===== config.mk =====
export PLATFORM = sky130hd
export DESIGN_NAME = entropy_src_ack_arb_sm
export DESIGN_NICKNAME = d
export VERILOG_FILES = /design/src/rtl/entropy_src_ack_arb_sm_pkg.sv /design/src/rtl/entropy_src_ack_rr_arb.sv /design/src/rtl/entropy_src_ack_arb_sm.sv
export SDC_FILE = /design/constraint.sdc
export NUM_CORES = 1
export LEC_CHECK = 0
export ABC_AREA = 1
export CAP_MARGIN = 10
export CORE_UTILIZATION = 28
export DETAILED_ROUTE_END_ITERATION = 16
export PLACE_DENSITY = 0.85
export SKIP_LAST_GASP = 1
export SLEW_MARGIN = 10
export SYNTH_ARGS = -nofsm -noshare
export SYNTH_HDL_FRONTEND = slang
export SYNTH_SLANG_ARGS = --single-unit

===== constraint.sdc =====
create_clock -name clk_i -period 1.6 [get_ports clk_i]
set_input_delay 0.32 -clock clk_i [delete_from_list [all_inputs] [get_ports clk_i]]
set_output_delay 0.32 -clock clk_i [all_outputs]
set_load 0.01 [all_outputs]

===== src/rtl/entropy_src_ack_arb_sm_pkg.sv =====
// Shared types and constants for the entropy source ack arbiter FSM.
// The state encodings keep a Hamming distance of at least 3 so that a
// single flipped state bit never lands on another legal state.
package entropy_src_ack_arb_sm_pkg;

    localparam int StateWidth = 6;

    typedef enum logic [StateWidth-1:0] {
        StIdle     = 6'b011101,
        StWaitData = 6'b100110,
        StError    = 6'b111000
    } state_e;

    // Index width for a channel count, never narrower than one bit.
    function automatic int idx_width(input int n);
        return (n > 1) ? $clog2(n) : 1;
    endfunction

endpackage


===== src/rtl/entropy_src_ack_rr_arb.sv =====
// Round-robin search: picks the requesting channel closest to ptr_i when
// counting upward with wrap-around. Purely combinational.
module entropy_src_ack_rr_arb #(
    parameter int NumChan = 2,
    parameter int IdxW    = 1
) (
    input  logic [NumChan-1:0] req_i,
    input  logic [IdxW-1:0]    ptr_i,
    output logic [IdxW-1:0]    winner_o,
    output logic               valid_o
);

    int off;
    int best_off;

    // Smallest forward distance from the pointer among set requests wins.
    always_comb begin
        winner_o = '0;
        valid_o  = 1'b0;
        off      = 0;
        best_off = NumChan;
        for (int j = 0; j < NumChan; j++) begin
            off = j - int'(ptr_i);
            if (off < 0) begin
                off = off + NumChan;
            end
            if (req_i[j] && (off < best_off)) begin
                best_off = off;
                winner_o = IdxW'(j);
                valid_o  = 1'b1;
            end
        end
    end

endmodule


===== src/rtl/entropy_src_ack_arb_sm.sv =====
// Req/ack arbiter handing FIFO words to NumChan consumers, one word per
// grant. Optional Wait_Data timeout is built when ENTROPY_SRC_ACK_TIMEOUT_EN
// is defined; otherwise Wait_Data waits indefinitely and timeout_o is 0.
//
// state      | meaning
// -----------+-----------------------------------------------------------
// StIdle     | no grant outstanding; picks round-robin winner on request
// StWaitData | grant latched; acks when the FIFO has data
// StError    | terminal after escalation or illegal encoding, until reset
module entropy_src_ack_arb_sm
    import entropy_src_ack_arb_sm_pkg::*;
#(
    parameter int NumChan       = 2,
    parameter int DataW         = 32,
    parameter int TimeoutCycles = 256
) (
    input  logic                           clk_i,
    input  logic                           rst_ni,
    input  logic                           enable_i,
    input  logic [NumChan-1:0]             req_i,
    output logic [NumChan-1:0]             ack_o,
    input  logic                           fifo_not_empty_i,
    input  logic [DataW-1:0]               fifo_rdata_i,
    output logic                           fifo_pop_o,
    output logic [DataW-1:0]               data_o,
    output logic [idx_width(NumChan)-1:0]  gnt_idx_o,
    output logic                           timeout_o,
    input  logic                           local_escalate_i,
    output logic                           ack_sm_err_o
);

    localparam int IdxW = idx_width(NumChan);
    localparam logic [NumChan-1:0] Chan0 = NumChan'(1);

    // Raw vector rather than the enum so any corrupted value stays visible
    // to the decode below and lands in the default arm.
    logic [StateWidth-1:0] state_q;
    state_e                state_d;
    logic [IdxW-1:0]       ptr_q, ptr_d;
    logic [IdxW-1:0]       gnt_q, gnt_d;
    logic [IdxW-1:0]       win_idx;
    logic                  win_valid;
    logic [NumChan-1:0]    gnt_mask;
    logic                  gnt_req;
    logic                  ack;
    logic                  to_hit;

    function automatic logic [IdxW-1:0] next_idx(input logic [IdxW-1:0] i);
        return (i == IdxW'(NumChan - 1)) ? '0 : i + 1'b1;
    endfunction

    entropy_src_ack_rr_arb #(
        .NumChan (NumChan),
        .IdxW    (IdxW)
    ) u_rr_arb (
        .req_i    (req_i),
        .ptr_i    (ptr_q),
        .winner_o (win_idx),
        .valid_o  (win_valid)
    );

    assign gnt_mask = Chan0 << gnt_q;
    assign gnt_req  = |(req_i & gnt_mask);

`ifdef ENTROPY_SRC_ACK_TIMEOUT_EN
    localparam int CntW = $clog2(TimeoutCycles);
    logic [CntW-1:0] cnt_q, cnt_d;

    assign to_hit = (cnt_q == CntW'(TimeoutCycles - 1));

    // Held at zero in Idle so every Wait_Data entry starts from zero.
    always_comb begin
        cnt_d = cnt_q;
        if (state_q == StIdle) begin
            cnt_d = '0;
        end else if ((state_q == StWaitData) && !ack) begin
            cnt_d = cnt_q + 1'b1;
        end
    end

    // Wait_Data dwell counter register.
    always_ff @(posedge clk_i or negedge rst_ni) begin
        if (!rst_ni) begin
            cnt_q <= '0;
        end else begin
            cnt_q <= cnt_d;
        end
    end
`else
    assign to_hit = 1'b0;
`endif

    // Next-state, grant/pointer update and per-state strobes.
    always_comb begin
        state_d      = StError;
        ptr_d        = ptr_q;
        gnt_d        = gnt_q;
        ack          = 1'b0;
        timeout_o    = 1'b0;
        ack_sm_err_o = 1'b0;
        case (state_q)
            StIdle: begin
                state_d = StIdle;
                if (enable_i && win_valid) begin
                    gnt_d   = win_idx;
                    state_d = StWaitData;
                end
            end
            StWaitData: begin
                state_d = StWaitData;
                if (!enable_i || !gnt_req) begin
                    state_d = StIdle;
                end else if (fifo_not_empty_i) begin
                    ack     = 1'b1;
                    ptr_d   = next_idx(gnt_q);
                    state_d = StIdle;
                end else if (to_hit) begin
                    timeout_o = 1'b1;
                    ptr_d     = next_idx(gnt_q);
                    state_d   = StIdle;
                end
            end
            StError: begin
                ack_sm_err_o = 1'b1;
            end
            default: begin
                ack_sm_err_o = 1'b1;
            end
        endcase
        // Escalation only redirects the next state; this cycle's strobes stand.
        if (local_escalate_i) begin
            state_d = StError;
        end
    end

    assign ack_o      = ack ? gnt_mask : '0;
    assign fifo_pop_o = ack;
    assign data_o     = ack ? fifo_rdata_i : '0;
    assign gnt_idx_o  = gnt_q;

    // Sparse state flops plus round-robin pointer and latched grant.
    always_ff @(posedge clk_i or negedge rst_ni) begin
        if (!rst_ni) begin
            state_q <= StIdle;
            ptr_q   <= '0;
            gnt_q   <= '0;
        end else begin
            state_q <= state_d;
            ptr_q   <= ptr_d;
            gnt_q   <= gnt_d;
        end
    end

endmodule


## Yosys cells after proc, flatten, opt, wreduce, memory -nomap -nowiden

Cells that the tools add are included.
W data, S select, Z words.

| word-level totals | value |
|---|---|
| register bits after elaboration | 8 |
| latch bits | 0 |
| memory bits (writable) | 0 |
| bits in read-only memories | 0 |
| bits of input ports | 39 |
| output and inout port bits | 38 |
| logic and storage cells | 45 |
| memories | 0 |

| operators by class | value |
|---|---|
| add/sub/neg operators | 5 |
| $mul | 0 |
| div/mod/pow operators | 0 |
| magnitude comparators | 4 |
| eq/ne operators | 2 |
| shifts and indexed selects | 1 |
| mux-type cells | 18 |
| bitwise gates (word level) | 2 |
| reduce and logical (&&, ||, !) cells | 10 |

Operators by type and width:

| kind | number |
|---|---|
| $mux W32 | 4 |
| $add A32 B3 Y32 const B | 2 |
| $lt A32 B1 Y1 const B | 2 |
| $lt A32 B3 Y1 const B | 1 |
| $lt A32 B32 Y1 | 1 |
| $mux W6 | 4 |
| $pmux W6 S2 | 1 |
| $mux W1 | 8 |
| $eq A6 B5 Y1 const B | 1 |
| $eq A6 B6 Y1 const B | 1 |
| $reduce_or A2 Y1 | 2 |
| $sub A1 B1 Y2 const A | 2 |
| $logic_and A1 B1 Y1 | 3 |
| $reduce_and A3 Y1 | 1 |
| $and A2 B2 Y2 | 1 |
| $logic_not A1 Y1 | 2 |
| $mux W2 | 1 |
| $reduce_and A2 Y1 | 1 |
| $shl A1 B1 Y2 const A | 1 |
| $add A1 B1 Y1 const B | 1 |
| $logic_or A1 B1 Y1 | 1 |
| $not A1 Y1 | 1 |

## Longest topological paths before layout

| depth | value |
|---|---|
| word-level depth | 13 |
| mapped depth | 7 |
| gate-level depth less buffers | 7 |

## Hierarchy

A second synthesis with hierarchy kept.

| second synthesis, totals | value |
|---|---|
| cells, all modules | 128 |
| area, all modules | 738.2 µm² |

By module, submodules not included:

| module | instances | cells an instance | area each (µm²) | seq. area each (µm²) |
|---|---|---|---|---|
| entropy_src_ack_arb_sm | 1 | 124 | 719.4 | 178.9 |
| entropy_src_ack_rr_arb | 1 | 4 | 18.8 | 0.0 |

## Worst setup path after synthesis

No wires, ideal clock.

| timing | value |
|---|---|
| path type | register to output |
| start point | register state_q[2] |
| end point | output data_o[19] |
| arrival time | 1,210 ps |
| required time | 1,280 ps |
| setup slack | 70 ps |
| stages on the path, launching flop included | 6 |
| cells stage by stage | dfstp_2 nand3_1 nor2_2 nand3_4 buf_6 nor2_1 |

| between the ends | value |
|---|---|
| longest elaborated chain between the ends | 3 |

RTL lines:

| what | RTL line | source |
|---|---|---|
| from (decl) | entropy_src_ack_arb_sm.sv:37 | `logic [StateWidth-1:0] state_q;` |
| from (signal assigned) | entropy_src_ack_arb_sm.sv:144 | `state_q <= StIdle;` |
| from (signal assigned) | entropy_src_ack_arb_sm.sv:148 | `state_q <= state_d;` |
| $eq A6 B6 Y1 | entropy_src_ack_arb_sm.sv:101 | `case (state_q)` |
| $mux W1 | entropy_src_ack_arb_sm.sv:101 |  |
| $mux W32 | entropy_src_ack_arb_sm.sv:138 | `assign data_o = ack ? fifo_rdata_i : '0;` |
| to (decl) | entropy_src_ack_arb_sm.sv:25 | `output logic [DataW-1:0] data_o,` |

Every way passes these cells.

## Worst setup path after layout

| timing | value |
|---|---|
| start point | register state_q[2] |
| end point | output data_o[18] |

Same word-level chain as after synthesis.

==> metrics <==
Adder-Cell Fraction of Synth Area 0%; DR pass1 iterations 4; failing checks negative setup slack; initial antenna violation count 0; top cells by area, synth inv_1 (23%), nor2_1 (14%), dfrtp_1 (14%); CTS HTree Levels 1; Critical Path Source Type flip-flop; cts hold-fix bufs 0; Final period util 122%; first-pass GRT wire length 4.30 mm; max-slew violations 0; Die H 52.3 um; top_reg_cell synth dfrtp_1; post-synthesis sequential area ratio 25.2%; largest family of logic cells by synthesized area simple AND/OR/NAND/NOR gates; Final setup viols 38; synth-to-layout area growth 144%; P_leak roughly 0.001 uW; Post-synth EDFFs 0; IO Pins 77; mux share of post-synthesis cell area 0%; Post-Syn Area 709 um2; MaxCap Viol Count 0; CP Class reg2out; Post-Synth Simple-Gate Area 39.9%; layout cells sized above 1 42.6%; vias per cell 4.39; Tmin final 1.95 ns; critical path required time 1.28 ns; post-synthesis compound-gate area fraction under 10%; worst skew pair latency 0.25 ns; Max clock buf depth 2; pin count of the biggest net entering global routing 18; Fmax 512 MHz; Synth top area share 23.3%; synthesized area per cell 5.72 um2; post-place setup slack -0.794 ns; cells after synthesis 124; antenna fix cells 0; CTS sink cnt 7; clk slew on worst S/H paths 0.05 ns; top post-synthesis cells by count inv_1 (44), nor2_1 (27), nand2_1 (17), nor2_2 (10); CTS tree built; Routed WL 3.22 mm; CTS root buf clkbuf_4; remaining antenna violation count 0; Overall Global Routing Usage 21.3%; HP Class in2async; WL per Instance 12.8 um; PortBufs 75; Die Wd 52.3 um; CP Capture Type output port; Vias 1101; Setup WS post-layout -0.353 ns; xor/xnor share of the synthesized area 0%; CORE AREA 2300 um2; Overall Power 481 uW; Final Hold Fails 0; Area after DPL 1580 um2; skew final roughly 0.0036 ns; Final nets 263; drt first-iter violations 26; Netlist cell types 17; Syn. warnings 0; number of buffers created by CTS 3; gp weighted congestion between 0.8 and 0.9; CP Data Arrival Time 1.63 ns; Residual DRC 0; VDD IR max 0.000418 V; Final HPWL DP 2.14 mm; outcome finished, violations left; syn nets 163; Overflow after GRT 0; largest area contributor in the netlist inv_1; most numerous cell in the Yosys netlist inv_1; Power Density about 280 nW/um2; Post-synth ARST share 100%; CP Max Fanout 8; Yosys reg bits 7; row count 17; vias in the first global route 1051; RSZ-0062 raised after global routing yes; Design Area, Final 1730 um2; Initial Utilization around 31%; Die ar. 2740 um2
## report_power, final
part           internal (uW)  switching (uW)
clock                   95.1            63.7
sequential               178               0
combinational           92.7            51.3
## cell families (layout without fill, tap and decap cells)
group	Yosys count	in the layout
other	1	1
buffers and inverters	49	148
AOI/OAI and AO/OA	6	6
DFF	7	7
and+or+nand+nor	61	61
## area by class of cell
class	instances	area, um2
Timing Repair Buffer	99	887
Fill cell	156	568
Tap cell	28	35.0
Inverter	45	169
Multi-Input combinational cell	68	433
Clock buffer	4	26.3
Sequential cell	7	179
## per-layer routing
layer | wire length, um | vias to the layer above | track usage (%)
li1 | - | 536 | -
met1 | 992 | 498 | 18.6
met2 | 1800 | 56 | 43.5
met3 | 304 | 11 | 5.80
met4 | 123 | 0 | 9.21
met5 | 0 | - | 0
## path summary, 6_finish.rpt
check | start | endpoint | slack, ns | cells past startpoint
worst max-delay path | state_q[2]$_DFF_PN1_ | data_o[18] | -0.35 | 7
worst min-delay path | rst_ni | state_q[1]$_DFF_PN0_ | 0.33 | 1
worst max register to register | state_q[0]$_DFF_PN1_ | state_q[1]$_DFF_PN0_ | -0.17 | 12
worst min register to register | ptr_q$_DFFE_PN0P_ | ptr_q$_DFFE_PN0P_ | 0.53 | 2
max in group asynchronous | rst_ni | state_q[2]$_DFF_PN1_ | 0.98 | 1
min in group clk_i | req_i[1] | gnt_idx_o$_DFFE_PN0P_ | 0.52 | 3
## flip-flops by register name, indices dropped and copies added (netlist names)
register,cells
state_q,5
gnt_idx_o,1
ptr_q,1
## metrics by stage
step | setup TNS [ns] | hold slack [ns] | cells | utilization [%]
2_1_floorplan | 0 | 0.0244 | 124 | -
3_3_place_gp | -25.45 | 0.474 | 237 | 69.0
3_5_place_dp | -26.41 | 0.485 | 237 | 69.0
4_1_cts | -9.16 | 0.328 | 250 | 69.7
5_1_grt | -12.61 | 0.336 | 251 | 75.3
6_report | -10.37 | 0.332 | 251 | 75.3
## worst max-delay path, cell delays in order (launching register included)
cell	delay, ns
dfstp_2	0.55
nand3_4	0.09
nor2_4	0.14
nand3_4	0.11
buf_6	0.15
buf_12	0.14
nor2_4	0.10
buf_6	0.10
## layout by cell type, fill, tap and decap left out
master	n
buf_16	1
buf_12	2
nand2_2	4
clkdlybuf4s15_2	1
nand3_4	2
dfrtp_1	4
buf_4	17
nand4_1	1
inv_2	2
clkbuf_1	1
inv_1	43
nor2_1	18
dlygate4sd2_1	4
nor2_4	13
clkbuf_4	3
nor2_2	7
buf_6	16
nand3_1	3
dfstp_2	3
clkdlybuf4s50_1	35
conb_1	1
a21oi_1	1
nand2_1	13
buf_2	23
o21ai_0	4
a21oi_4	1
## repair_timing
| item | 4_1_cts | 5_1_grt |
|---|---|---|
| setup endpoints to repair | 37 | 38 |
| gates resized for setup | 168 | 26 |
| pin swaps | 8 | 6 |
| buffers inserted | 8 | 2 |
| cloned | 1 | 0 |
Note: power is estimated with default switching activity, not from simulation.
